## config.mk

```make
export PLATFORM = sky130hd
export DESIGN_NAME = first1_pos_decoder
export DESIGN_NICKNAME = d
export VERILOG_FILES = /design/src/rtl/f1_pkg.sv /design/src/rtl/f1_sync_fifo.sv /design/src/rtl/first1_pos_decoder.sv
export SDC_FILE = /design/constraint.sdc
export NUM_CORES = 1
export LEC_CHECK = 0
export CAP_MARGIN = 20
export CORE_MARGIN = 8
export CORE_UTILIZATION = 45
export CTS_CLUSTER_SIZE = 10
export DETAILED_ROUTE_END_ITERATION = 7
export PLACE_DENSITY = 0.65
export REMOVE_ABC_BUFFERS = 1
export SLEW_MARGIN = 20
export SYNTH_ARGS = -nofsm -noshare
export SYNTH_HDL_FRONTEND = slang
export SYNTH_SLANG_ARGS = --single-unit
export TNS_END_PERCENT = 1
```

## constraint.sdc

```tcl
create_clock -name clk -period 6.3 [get_ports clk]
set_input_delay 0.63 -clock clk [delete_from_list [all_inputs] [get_ports clk]]
set_output_delay 0.63 -clock clk [all_outputs]
set_load 0.05 [all_outputs]
```

## src/rtl/f1_pkg.sv

```systemverilog
// f1_pkg: shared widths, FIFO occupancy states and the reference position decode
package f1_pkg;
  localparam int W_DEF = 32;
  function automatic int pos_w(input int w);
    return $clog2(w) + 1;
  endfunction
  localparam int PW_DEF = pos_w(W_DEF);
  typedef enum logic [1:0] {EMPTY, PARTIAL, FULL} fifo_state_e;
  function automatic logic [W_DEF:0] decode_pos(input logic [PW_DEF-1:0] pos, input logic mask);
    logic err;
    logic [W_DEF-1:0] d;
    err = pos > PW_DEF'(W_DEF);
    d = err ? '0 : mask ? ~({W_DEF{1'b1}} << pos) : (pos == '0) ? '0 : W_DEF'(1) << (pos - PW_DEF'(1));
    return {err, d};
  endfunction
endpackage

```

## src/rtl/f1_sync_fifo.sv

```systemverilog
// f1_sync_fifo: small synchronous FIFO whose head reads as zero when empty
module f1_sync_fifo
  import f1_pkg::*;
#(
  parameter int WD = 33,
  parameter int DEPTH = 2
) (
  input  logic          clk,
  input  logic          rst,
  input  logic          push_i,
  input  logic [WD-1:0] din_i,
  input  logic          pop_i,
  output logic [WD-1:0] dout_o,
  output logic          full_o,
  output logic          empty_o
);
  localparam int AW = $clog2(DEPTH);
  logic [WD-1:0] mem_q [DEPTH];
  logic [AW:0] wr_q, rd_q, wr_d, rd_d;
  fifo_state_e state;
  // occupancy state from pointers: equal means empty, MSBs differing with equal index means full
  always_comb begin
    state = (wr_q == rd_q) ? EMPTY : (wr_q[AW] != rd_q[AW] && wr_q[AW-1:0] == rd_q[AW-1:0]) ? FULL : PARTIAL;
    full_o = state == FULL;
    empty_o = state == EMPTY;
    wr_d = push_i ? wr_q + (AW+1)'(1) : wr_q;
    rd_d = pop_i ? rd_q + (AW+1)'(1) : rd_q;
    dout_o = empty_o ? '0 : mem_q[rd_q[AW-1:0]];
  end
  // pointer registers, cleared on reset so queued entries are dropped
  always_ff @(posedge clk) begin
    if (rst) begin
      wr_q <= '0;
      rd_q <= '0;
    end else begin
      wr_q <= wr_d;
      rd_q <= rd_d;
    end
  end
  // storage write at the tail
  always_ff @(posedge clk) begin
    if (push_i) mem_q[wr_q[AW-1:0]] <= din_i;
  end
endmodule

```

## src/rtl/first1_pos_decoder.sv

```systemverilog
// first1_pos_decoder: position code to one-hot/mask word, queued behind a valid/ready port
module first1_pos_decoder
  import f1_pkg::*;
#(
  parameter int W = W_DEF,
  parameter int DEPTH = 2,
  localparam int PW = pos_w(W)
) (
  input  logic          clk,
  input  logic          rst,
  input  logic          in_valid,
  output logic          in_ready,
  input  logic [PW-1:0] in_pos,
  input  logic          in_mask,
  output logic          out_valid,
  input  logic          out_ready,
  output logic [W-1:0]  out_data,
  output logic          out_err,
  output logic [15:0]   dec_count
);
  logic [W-1:0] dec_data;
  logic dec_err, push, pop, full, empty;
  logic [15:0] dec_count_q, dec_count_d;
  // decode and handshake; a full FIFO still accepts when the head is taken the same cycle
  always_comb begin
    dec_err = in_pos > PW'(W);
    dec_data = dec_err ? '0 : in_mask ? ~({W{1'b1}} << in_pos) : (in_pos == '0) ? '0 : W'(1) << (in_pos - PW'(1));
    out_valid = !empty;
    in_ready = !full || out_ready;
    push = in_valid && in_ready;
    pop = out_valid && out_ready;
    dec_count_d = push ? dec_count_q + 16'd1 : dec_count_q;
    dec_count = dec_count_q;
  end
  // accepted-request counter, wraps silently
  always_ff @(posedge clk) begin
    if (rst) dec_count_q <= '0;
    else dec_count_q <= dec_count_d;
  end
  f1_sync_fifo #(.WD(W + 1), .DEPTH(DEPTH)) u_fifo (
    .clk(clk),
    .rst(rst),
    .push_i(push),
    .din_i({dec_err, dec_data}),
    .pop_i(pop),
    .dout_o({out_err, out_data}),
    .full_o(full),
    .empty_o(empty)
  );
endmodule
```

==> out/qor.yml <==
outcome:
  outcome: "finished, final reports clean"
cts:
  htree_levels: 3
  cts_tree: "done"
  clock_sinks: 87
  cts-root-buf: "clkbuf_8"
  cts-resized-gates: 0
  cts_buffer_depth: 2
  clkTransAtPathRegs_ns: 0.09
  clk_latency_ns: 0.36
  cts_buffers: 9
  postCtsSetupRepairBufs: 0
  hold_buffers: 0
pwr:
  swShare_pct: 41.8
  power_frac_clock_pct: 19.7
  p_leak_nw: 1.75
  irDropWorstVdd_uv: 223
  p_per_area_mw_per_mm2: 347
  pwr-share-comb_pct: 40.5
  seqPwrFrac_pct: 39.8
  p_int_mw: 1.06
  p_total_mw: 1.83
  p_switching_mw: 0.763
place:
  port_buffers: 61
  dp_slack_ns: 2.64
  gp_congestion: 0.899
  dp_hpwl_um: 6830
  placed_area_mm2: 0.00508
synth:
  synth_area_per_cell_um2: 10.7
  async_flop_share_pct: 0
  syn_area_mm2: 0.00435
  syn-instance-count: 405
  yosysWarnings: 0
  synth.distinct_cells: 47
  synthFlopType: "edfxtp_1"
  ys_seq_area_share_pct: 55.2
  synth_edf_count: 66
  synth-seq-cells: 87
timing:
  min_period_over_period_pct: 54.6
  max_freq_ghz: 0.291
  period_minus_slack_ns: 3.44
  finClkSkew_ns: 0.00866
  grt_setup_unrepaired: "false"
  setup_violations: 0
  hold_viol: 0
  maxSlewViolCount: 0
  maxSlewHeadroom_pct: 28.0
  tightest_slew_ns: 1.08
  setup_ws_ns: 2.86
  finalSetupTns_ns: 0
floorplanning:
  core_area_mm2: 0.00959
  start_util_pct: 45.3
  die_w_um: 114
  io_pins: 62
  die_area_mm2: 0.0131
  die_h_um: 114
  num_rows: 36
setup_path:
  worstPathMaxFanout: 20
  end_kind: "primary output"
  r2r_slack_ns: 4.34
  worstSetupPathType: "reg -> out"
  cp.arrival_ns: 2.81
  cp-start-kind: "flip-flop"
  critPathRequiredTime_ns: 5.67
grt:
  grt_pass1_vias: 3284
  grt_pass1_wl_um: 16700
  antenna_found_initial: 0
  grt-ovfl-total: 0
  grt_max_degree: 35
  grt_usage_pct: 16.3
finish:
  layout_commonest_cell: "edfxtp_1"
  utilization_pct: 54.9
  layout-drive-gt1-share_pct: 7.33
  final_cell_mix: "edfxtp_1 (66), clkdlybuf4s50_1 (61), nor2_1 (58)"
  final_area_mm2: 0.00527
  area.growth.synth_to_final_pct: 21.1
  fill_cells: 865
  n_antenna_cell: 0
  nets: 473
routing:
  drt_iter0_markers: 270
  wire_per_inst_um: 17.0
  routed_wl_um: 10100
  antenna_left: 0
  vias: 3340
  dr.pass1.iters: 5
  viasPerCell: 5.59
  drc: 0
min_path:
  hold_class: "reg -> reg"
flow_run:
  maxCapViolations: 0
==> registers in the layout (all words and copies together), names as in the netlist, named ones only <==
signal	cells
u_fifo.rd_q	2
u_fifo.wr_q	2
u_fifo.mem_q	66
dec_count	16
==> layer usage <==
| layer | share of wire [%] | track usage (%) |
|---|---|---|
| met4 | 0.99 | 6.39 |
| met3 | 7.2 | 3.96 |
| met1 | 45 | 19.9 |
| met2 | 46 | 27.0 |
| met5 | 0 | 0 |
==> worst paths after layout <==
path	startpoint	endpoint	cells past startpoint
setup / recovery	u_fifo.wr_q[0]	out_data[28]	5
hold / removal	dec_count[15]	dec_count[15]	2
setup reg to reg	u_fifo.wr_q[1]	u_fifo.mem_q[0][11]	4
hold reg to reg	dec_count[15]	dec_count[15]	2
==> worst max-delay path: stages (launching register included) <==
cell,delay [ns]
dfxtp_1,0.46
xor2_2,0.20
nor2_2,0.61
buf_4,0.37
nor2_1,0.10
clkdlybuf4s50_1,0.71
==> layout make-up <==
| cell class | count | area [um2] | area share, % |
|---|---|---|---|
| clock buffer | 9 | 124 | 2.35 |
| timing repair buffer | 66 | 648 | 12.3 |
| multi-input combinational | 285 | 1830 | 34.7 |
| sequential | 87 | 2400 | 45.6 |
| inverter | 10 | 37.5 | 0.713 |
| clock inverter | 7 | 61.3 | 1.16 |
| tap | 133 | 166 | 3.16 |
==> synth_stat cells, types with 3 or more instances <==
| cell | count | share of area (%) |
|---|---|---|
| nor2_1 | 60 | 5.2 |
| nor3_1 | 5 | 0.58 |
| a311oi_1 | 4 | 0.81 |
| nand4_1 | 5 | 0.72 |
| a211oi_1 | 4 | 0.69 |
| xor2_1 | 6 | 1.2 |
| xnor2_1 | 4 | 0.81 |
| dfxtp_1 | 21 | 9.7 |
| nand2b_1 | 6 | 0.86 |
| a21oi_1 | 34 | 3.9 |
| nand2_1 | 20 | 1.7 |
| or3_1 | 5 | 0.72 |
| a31oi_1 | 5 | 0.72 |
| o31ai_1 | 10 | 1.7 |
| ha_1 | 3 | 0.86 |
| edfxtp_1 | 66 | 46 |
| inv_1 | 10 | 0.86 |
| or4_1 | 9 | 1.6 |
| nor2b_1 | 6 | 0.86 |
| or2_2 | 3 | 0.43 |
| nand3_1 | 14 | 1.6 |
| and4_1 | 3 | 0.60 |
| clkbuf_1 | 19 | 1.6 |
| o21ai_0 | 15 | 1.7 |
| mux2i_1 | 38 | 8.7 |
| and2_1 | 4 | 0.58 |
==> power by group through the flow <==
stage | clock network (mW) | logic [mW] | registers (mW)
2_1_floorplan | 0 | 0.493 | 0.734
3_3_place_gp | 0 | 0.746 | 0.740
3_5_place_dp | 0 | 0.747 | 0.742
4_1_cts | 0.373 | 0.751 | 0.729
5_1_grt | 0.391 | 0.786 | 0.736
6_report | 0.361 | 0.739 | 0.727
==> cells by family (layout without fill, tap and decap cells) <==
family	count (synthesis)	count (layout)	share of synthesized area, %
adders and majority gates	3	3	0.863
AOI/OAI and AO/OA	87	87	13.0
DFF	87	87	55.2
xor gates and xnor gates	11	11	2.39
muxes	39	39	9.00
and+or+nand+nor	145	145	16.6
buffers and inverters	33	92	2.91
==> through the flow <==
step / hold slack (ns) / cells
finish: 0.487 / 597
global route: 0.507 / 597
CTS: 0.495 / 597
detailed placement: 0.481 / 581
global placement: 0.460 / 581
floorplan: 0.538 / 382
Note: power is estimated with default switching activity, not from simulation.
